File: src/rtl/alu_op_sequencer.sv
// alu_op_sequencer: one-op-in-flight initiator for the clocked 16-bit ALU.
// Presents a command to the ALU, waits out its latency, captures the result
// and class flags, and returns them on a valid/ready response channel.
// Divide-by-zero requests are answered directly without touching the ALU.
module alu_op_sequencer #(
    parameter int                WIDTH      = 16,
    parameter int                ALU_LAT    = 1,
    parameter logic [WIDTH-1:0]  DIV0_VALUE = '1
) (
    input  logic             CLK,
    input  logic             RST,
    input  logic             cmd_valid,
    output logic             cmd_ready,
    input  logic [WIDTH-1:0] cmd_a,
    input  logic [WIDTH-1:0] cmd_b,
    input  logic [3:0]       cmd_fun,
    output logic             rsp_valid,
    input  logic             rsp_ready,
    output logic [WIDTH-1:0] rsp_out,
    output logic [3:0]       rsp_flags,
    output logic             rsp_flag_err,
    output logic             rsp_div0,
    output logic [15:0]      op_count,
    output logic [WIDTH-1:0] alu_a,
    output logic [WIDTH-1:0] alu_b,
    output logic [3:0]       alu_fun,
    input  logic [WIDTH-1:0] alu_out,
    input  logic             alu_arith_flag,
    input  logic             alu_logic_flag,
    input  logic             alu_cmp_flag,
    input  logic             alu_shift_flag
);

    typedef enum logic [1:0] {IDLE, WAIT, RESP} state_t;

    localparam logic [3:0] LAT_INIT = 4'(ALU_LAT);
    localparam logic [3:0] FUN_IDLE = 4'hF;
    localparam logic [3:0] FUN_DIV  = 4'h3;

    // Flag pattern {Arith, Logic, Cmp, Shift} a healthy ALU raises per code.
    function automatic logic [3:0] class_flags(input logic [3:0] fun);
        if (fun <= 4'h3)      return 4'b1000;
        else if (fun <= 4'h9) return 4'b0100;
        else if (fun <= 4'hC) return 4'b0010;
        else if (fun <= 4'hE) return 4'b0001;
        else                  return 4'b0000;
    endfunction

    state_t           state_q, state_d;
    logic [3:0]       cnt_q, cnt_d;
    logic             cmd_ready_q, cmd_ready_d;
    logic             rsp_valid_q, rsp_valid_d;
    logic [WIDTH-1:0] alu_a_q, alu_a_d;
    logic [WIDTH-1:0] alu_b_q, alu_b_d;
    logic [3:0]       alu_fun_q, alu_fun_d;
    logic [WIDTH-1:0] rsp_out_q, rsp_out_d;
    logic [3:0]       rsp_flags_q, rsp_flags_d;
    logic             rsp_flag_err_q, rsp_flag_err_d;
    logic             rsp_div0_q, rsp_div0_d;
    logic [15:0]      op_count_q, op_count_d;
    logic [3:0]       flags_in;

    assign flags_in = {alu_arith_flag, alu_logic_flag, alu_cmp_flag, alu_shift_flag};

    // Next-state and next-output logic for the IDLE/WAIT/RESP sequence.
    always_comb begin
        state_d        = state_q;
        cnt_d          = cnt_q;
        alu_a_d        = alu_a_q;
        alu_b_d        = alu_b_q;
        alu_fun_d      = alu_fun_q;
        rsp_out_d      = rsp_out_q;
        rsp_flags_d    = rsp_flags_q;
        rsp_flag_err_d = rsp_flag_err_q;
        rsp_div0_d     = rsp_div0_q;
        op_count_d     = op_count_q;
        case (state_q)
            IDLE: begin
                if (cmd_valid && cmd_ready_q) begin
                    if (cmd_fun == FUN_DIV && cmd_b == '0) begin
                        // Answer locally; the ALU stays parked on the idle code.
                        rsp_out_d      = DIV0_VALUE;
                        rsp_flags_d    = 4'b1000;
                        rsp_flag_err_d = 1'b0;
                        rsp_div0_d     = 1'b1;
                        state_d        = RESP;
                    end else begin
                        alu_a_d   = cmd_a;
                        alu_b_d   = cmd_b;
                        alu_fun_d = cmd_fun;
                        cnt_d     = LAT_INIT;
                        state_d   = WAIT;
                    end
                end
            end
            WAIT: begin
                if (cnt_q == 4'd0) begin
                    rsp_out_d      = alu_out;
                    rsp_flags_d    = flags_in;
                    rsp_flag_err_d = (flags_in != class_flags(alu_fun_q));
                    rsp_div0_d     = 1'b0;
                    alu_a_d        = '0;
                    alu_b_d        = '0;
                    alu_fun_d      = FUN_IDLE;
                    state_d        = RESP;
                end else begin
                    cnt_d = cnt_q - 4'd1;
                end
            end
            RESP: begin
                if (rsp_ready) begin
                    op_count_d = op_count_q + 16'd1;
                    state_d    = IDLE;
                end
            end
            default: state_d = IDLE;
        endcase
        cmd_ready_d = (state_d == IDLE);
        rsp_valid_d = (state_d == RESP);
    end

    // State and registered outputs; reset discards any in-flight op.
    always_ff @(posedge CLK) begin
        if (RST) begin
            state_q        <= IDLE;
            cnt_q          <= 4'd0;
            cmd_ready_q    <= 1'b1;
            rsp_valid_q    <= 1'b0;
            alu_a_q        <= '0;
            alu_b_q        <= '0;
            alu_fun_q      <= FUN_IDLE;
            rsp_out_q      <= '0;
            rsp_flags_q    <= 4'b0000;
            rsp_flag_err_q <= 1'b0;
            rsp_div0_q     <= 1'b0;
            op_count_q     <= 16'd0;
        end else begin
            state_q        <= state_d;
            cnt_q          <= cnt_d;
            cmd_ready_q    <= cmd_ready_d;
            rsp_valid_q    <= rsp_valid_d;
            alu_a_q        <= alu_a_d;
            alu_b_q        <= alu_b_d;
            alu_fun_q      <= alu_fun_d;
            rsp_out_q      <= rsp_out_d;
            rsp_flags_q    <= rsp_flags_d;
            rsp_flag_err_q <= rsp_flag_err_d;
            rsp_div0_q     <= rsp_div0_d;
            op_count_q     <= op_count_d;
        end
    end

    assign cmd_ready    = cmd_ready_q;
    assign rsp_valid    = rsp_valid_q;
    assign rsp_out      = rsp_out_q;
    assign rsp_flags    = rsp_flags_q;
    assign rsp_flag_err = rsp_flag_err_q;
    assign rsp_div0     = rsp_div0_q;
    assign op_count     = op_count_q;
    assign alu_a        = alu_a_q;
    assign alu_b        = alu_b_q;
    assign alu_fun      = alu_fun_q;

endmodule

File: config.mk
export PLATFORM = sky130hd
export DESIGN_NAME = alu_op_sequencer
export DESIGN_NICKNAME = d
export VERILOG_FILES = /design/src/rtl/alu_op_sequencer.sv
export SDC_FILE = /design/constraint.sdc
export NUM_CORES = 1
export LEC_CHECK = 0
export ABC_AREA = 0
export BUFFER_PORTS_ARGS = -buffer_cell sky130_fd_sc_hd__buf_2
export CAP_MARGIN = 20
export CORE_ASPECT_RATIO = 1.2
export CORE_MARGIN = 2
export CORE_UTILIZATION = 39
export CTS_CLUSTER_SIZE = 24
export DETAILED_ROUTE_END_ITERATION = 10
export GPL_TIMING_DRIVEN = 0
export PLACE_DENSITY = 0.73
export SYNTH_ARGS = -nofsm -noshare
export SYNTH_HDL_FRONTEND = slang
export SYNTH_SLANG_ARGS = --single-unit
File: constraint.sdc
create_clock -name CLK -period 3 [get_ports CLK]
set_input_delay 0.3 -clock CLK [delete_from_list [all_inputs] [get_ports CLK]]
set_output_delay 0.3 -clock CLK [all_outputs]
set_load 0.005 [all_outputs]
==> results.toml, run 1 <==
[sta]
setup_viol = 0
timing.final.ws_setup_ns = 1.13
skew_ns = 0.00884
rsz0062_at_grt = "no"
period_needed_ns = 1.87
worstMarginPinSlew_ns = 0.534
tns_ns = 0
max_freq_mhz = 535
slew-limit-headroom_pct = 64.4
finalHoldViolCount = 0
finalMaxSlewViolations = 0
post-route-period-util_pct = 62.3

[worst_setup_path]
worstRegToRegCells = 8
reg2reg_to = "rsp_out[12]"
crit_path_max_incr_delay_ns = 0.32
crit_start = "cnt_q[0]"
worstPathRequired_ns = 3.27
crit_type = "reg2reg"
crit_path_end_kind = "register"
endpoint = "rsp_out[12]"
r2r-start = "cnt_q[0]"
critPathSlowestCell = "dfxtp_1"
arrival_ns = 2.14
cp-start-kind = "register"
path_cells = "inv_1 > ha_1 > nor3b_2 > nor2b_1 > buf_2 > buf_2 > nor3_1 > nor3_1"
r2r_slack_ns = 1.13
worstPathMaxFanout = 10

[min_path]
hold_path.class = "in2reg"
min_from = "cmd_a[9]"
hold_path_depth = 3

[final_layout]
n_antenna_cell = 0
postLayoutCoreUtil_pct = 52.3
drive_above_1_share_pct = 35.1
fin_cells = 678
nNetsFinal = 616
n_fill_cell = 875
area_growth_syn_to_layout_pct = 30.5

[yosys]
synth_area_leaders = "dfxtp_1 (45%), nor3_1 (6.2%), nor2_1 (4.6%), a21oi_1 (4.4%), nand2_1 (4.1%)"
synth_most_common_cell = "dfxtp_1"
syn_area_mm2 = 0.00364
avgSynthCellArea_um2 = 8.91
yosysTopAreaCellShare_pct = 45.1
synth_xor_area_share_pct = 3.13
synth_fa_ha_area_share_pct = 1.03
synth_ff_type = "dfxtp_1"
synth.distinct_cells = 54
synth_top_family_by_area = "simple AND/OR/NAND/NOR gates"
synth_compound_area_share_pct = 11.6
synth_nets = 471
muxShareOfSynthArea_pct = 0.550
synth_warnings = 0
synth_edf_count = 0
synth_common_cells = "dfxtp_1 (82), nor2_1 (45), nor3_1 (45)"
synth_largest_area_cell = "dfxtp_1"
async_flop_share_pct = 0
synthCells = 408
ys_ff_latch = 82
synth-simple-area-share_pct = 31.5
synth_seq_area_share_pct = 45.1

[clocking]
cts_sinks = 82
clk_pin_slew_ns = 0.08
cts_resized = 0
cts-hold-fix-buffers = 0
clk_latency_ns = 0.35
cts_buffers = 9
htreeDepth = 3
root_buffer = "clkbuf_8"
postCtsSetupRepairBufs = 0
tritoncts = "built"
clock_path_buffers = 2

[grt]
grt_pass1_wl_mm = 15.0
gr-usage-met1_pct = 22.8
antenna_found_initial = 0
grt_start_max_net_pins = 15
grt_pass1_vias = 3186
overflow = 0
grt_usage_pct = 18.6
grt_use_met2_pct = 32.0
grt-busiest-layer = "met2"
met3_usage_pct = 3.22

[outcome]
status = "completed"

[place]
hpwlAfterDp_mm = 7.07
dp_cells = 662
place_congestion = 0.764
numPortBuffers = 134
place_ws_ns = 1.12

[floorplan]
rows = 38
core_mm2 = 0.00908
ioPinCount = 136
die-height_um = 110
dieArea_mm2 = 0.0101
die_w_um = 92.2
initial_core_util_pct = 40.1

[detailed_routing]
final_antenna_net_count = 0
post-route-drc-count = 0
drt-initial-drc-count = 130
routedWlPerCell_um = 13.9
num_vias = 3416
via_per_inst = 5.04
dr.pass1.iters = 4
wl_mm = 9.41

[pwr]
p_per_area_mw_per_mm2 = 631
total_power_uw = 3000
p_leak_uw = 0.00210
irDropWorstVdd_uv = 331

[job]
maxCapViolations = 0
==> registers in the layout, summed over array words and instances (netlist names), 2 cells and up <==
signal / flops
alu_a: 16
op_count: 16
rsp_flags: 4
alu_b: 16
alu_fun: 4
cnt_q: 4
rsp_out: 16
state_q: 2
==> cell usage in the layout (no fill, tap or decap), types with 6 or more instances in the layout <==
| cell | instances |
|---|---|
| buf_2 | 140 |
| dfxtp_1 | 82 |
| nor3_1 | 45 |
| nor2_1 | 45 |
| nand2_1 | 40 |
| a21oi_1 | 32 |
| nand3_1 | 30 |
| clkbuf_8 | 12 |
| xnor2_1 | 7 |
| inv_1 | 6 |
| clkbuf_1 | 6 |
| nand3_2 | 6 |
| a21oi_2 | 6 |
| o21ai_0 | 6 |
| xor2_1 | 6 |
==> logic make-up after synthesis <==
| group | after synthesis |
|---|---|
| and+or+nand+nor | 209 |
| AOI/OAI and AO/OA | 64 |
| xor gates and xnor gates | 13 |
| DFF | 82 |
| adders and majority gates | 3 |
| buffers and inverters | 35 |
| muxes | 2 |
==> routing by layer <==
| layer | routed length, um | share of wire [%] | vias to the layer above |
|---|---|---|---|
| met3 | 493 | 5.2 | 12 |
| met2 | 4620 | 49 | 110 |
| met1 | 4110 | 44 | 1584 |
| li1 | - | - | 1710 |
| met5 | 0 | 0 | - |
| met4 | 186 | 2.0 | 0 |
==> stage by stage <==
step / hold slack (ns) / instance area, um^2
6_report: 0.176 / 4750
5_1_grt: 0.171 / 4750
4_1_cts: 0.163 / 4750
3_5_place_dp: 0.454 / 4460
3_3_place_gp: 0.451 / 4460
2_1_floorplan: 0.435 / 3640
==> power by group <==
group | switching, uW | internal [uW] | total (uW)
Sequential | 62.1 | 1190 | 1250
Clock | 400 | 721 | 1120
Combinational | 337 | 284 | 621
Total | 799 | 2200 | 3000
==> worst min-delay path by stage <==
stage           endpoint  slack [ns]
3_3_place_gp   alu_a[11]        0.45
5_1_grt         alu_a[1]        0.17
4_1_cts         alu_a[9]        0.16
2_1_floorplan  alu_a[10]        0.44
6_report        alu_a[9]        0.18
3_5_place_dp   alu_a[12]        0.45
==> critical path, delay by kind of cell, from the launching register on <==
kind | cells | cell delay, ns
flops | 1 | 0.32
buf+inv | 3 | 0.59
simple gates | 4 | 0.73
fa+ha+maj | 1 | 0.15
==> area by class of cell <==
type	instances	area, um^2	share of cell area [%]
Clock buffer	9	124	2.61
Timing Repair Buffer	134	671	14.1
Sequential cell	82	1640	34.6
Inverter	6	22.5	0.474
Tap cell	120	150	3.16
Buffer	29	234	4.93
Multi-Input combinational cell	291	1740	36.6
Clock inverter	7	165	3.48
Note: power is estimated with default switching activity, not from simulation.
==> run 2: changes to the inputs <==
- clock period: 3 -> 1.8 ns (I/O delays scaled with it)
==> run 2 against run 1 <==
Compared with the run above:
- routed wire length rose by 0.29%
- cell area rose by 1.0%
- core utilization increased by 0.52 points
- clock-buffer cell count unchanged
- critical path depth shrank 1
- sequential power increased by 67%
- worst hold slack got worse by 0.12 ns
- clock power up 67%
- power is 68% higher
- sequential cell count stayed put
- global-route usage is essentially flat
- largest cell class unchanged
==> results.toml, run 2 (synthesis gave the netlist of run 1 again) <==
[clocking]
clock_path_buffers = 2
cts_sinks = 82
tritoncts = "built"
htreeDepth = 3
cts_buffers = 9
root_buffer = "clkbuf_8"
clk_pin_slew_ns = 0.08
clk_latency_ns = 0.35

[floorplan]
ioPinCount = 136
rows = 38
die_w_um = 92.2
die-height_um = 110
dieArea_mm2 = 0.0101
initial_core_util_pct = 40.1
core_mm2 = 0.00908

[worst_setup_path]
cp-start-kind = "register"
arrival_ns = 1.95
r2r-start = "cnt_q[1]"
crit_path_end_kind = "register"
worstPathMaxFanout = 7
crit_start = "cnt_q[1]"
crit_type = "reg2reg"
worstPathRequired_ns = 2.09

[sta]
skew_ns = 0.00884
finalHoldViolCount = 0
finalMaxSlewViolations = 0
slew-limit-headroom_pct = 65.0
setup_viol = 0
worstMarginPinSlew_ns = 0.525
post-route-period-util_pct = 91.8
tns_ns = 0
period_needed_ns = 1.65
max_freq_mhz = 605
rsz0062_at_grt = "yes"

[pwr]
p_leak_uw = 0.00213
seqPwrFrac_pct = 41.5
p_comb_share_pct = 21.4
swShare_pct = 26.7
irDropWorstVdd_uv = 551
power_frac_clock_pct = 37.1
p_per_area_mw_per_mm2 = 1050
p_int_uw = 3700
switchingPower_uw = 1350

[job]
maxCapViolations = 0

[final_layout]
area_growth_syn_to_layout_pct = 31.8
n_antenna_cell = 0
final_cell_mix = "buf_2 (137), dfxtp_1 (82), nor2_1 (45)"
layout_commonest_cell = "buf_2"
postLayoutCoreUtil_pct = 52.8
drive_above_1_share_pct = 35.9
nNetsFinal = 618

[outcome]
status = "completed"

[min_path]
min_from = "cmd_a[9]"
hold_path.class = "in2reg"

[detailed_routing]
drt-initial-drc-count = 127
final_antenna_net_count = 0
routedWlPerCell_um = 13.9
post-route-drc-count = 0
num_vias = 3413
dr.pass1.iters = 4
via_per_inst = 5.02
wl_mm = 9.44

[grt]
grt_pass1_wl_mm = 15.0
overflow = 0
antenna_found_initial = 0
grt_start_max_net_pins = 15
grt_pass1_vias = 3195
grt_usage_pct = 18.7

[place]
place_congestion = 0.764
numPortBuffers = 134
hpwlAfterDp_mm = 7.07
-- run 2: worst max-delay path, cell delays in order (launching register included) --
cell     delay (ns)
dfxtp_1        0.37
inv_1          0.08
ha_1           0.18
nor3b_4        0.16
o21ai_1        0.21
o31ai_4        0.14
or3_1          0.32
a21oi_1        0.13
-- run 2: path summary, 6_finish.rpt --
path | end | slack [ns] | depth (start not counted)
max | cnt_q[3] | 0.15 | 7
min reg2reg | alu_a[0] | 0.46 | 2
min | alu_a[9] | 0.05 | 3
max reg2reg | cnt_q[3] | 0.15 | 7
-- run 2: final cells by class --
cell class | count | area [um^2]
fill | 866 | 4290
multi-input combinational | 291 | 1760
sequential | 82 | 1640
timing repair buffer | 136 | 686
buffer | 29 | 250
clock inverter | 7 | 165
tap | 120 | 150
clock buffer | 9 | 124
inverter | 6 | 22.5
-- run 2: repair_timing --
item                       4_1_cts  5_1_grt
setup endpoints to repair       15       51
hold buffers                     0        0
buffers inserted                 0        2
gates resized for setup          4        6
-- run 2: metrics by stage --
stage | hold WS [ns] | cells | setup WS [ns] | total power [uW] | cell area [um^2]
finish | 0.0543 | 680 | 0.148 | 5050 | 4790
global route | 0.0506 | 680 | -0.0276 | 5300 | 4790
CTS | 0.0435 | 678 | 0.0270 | 5070 | 4760
detailed placement | 0.429 | 662 | -0.0441 | 3170 | 4460
global placement | 0.421 | 662 | -0.0122 | 3140 | 4460
floorplan | 0.315 | 408 | 0.244 | 2780 | 3640
-- run 2: layer usage --
metal  part of all wire [%]  track usage, %  up-vias
met4                    2.0            8.96        0
li1                       -               -     1713
met2                     49            32.0      109
met5                      0               0        -
met1                     44            22.8     1579
met3                    5.0            3.22       12
-- run 2: power groups by stage --
| stage | registers (uW) | clock network (uW) | logic, uW |
|---|---|---|---|
| final | 2090 | 1870 | 1080 |
| after detailed placement | 2130 | 0 | 1040 |
| after global placement | 2120 | 0 | 1010 |
| after global routing | 2120 | 1980 | 1200 |
| after floorplan | 2140 | 0 | 645 |
| after CTS | 2090 | 1920 | 1060 |
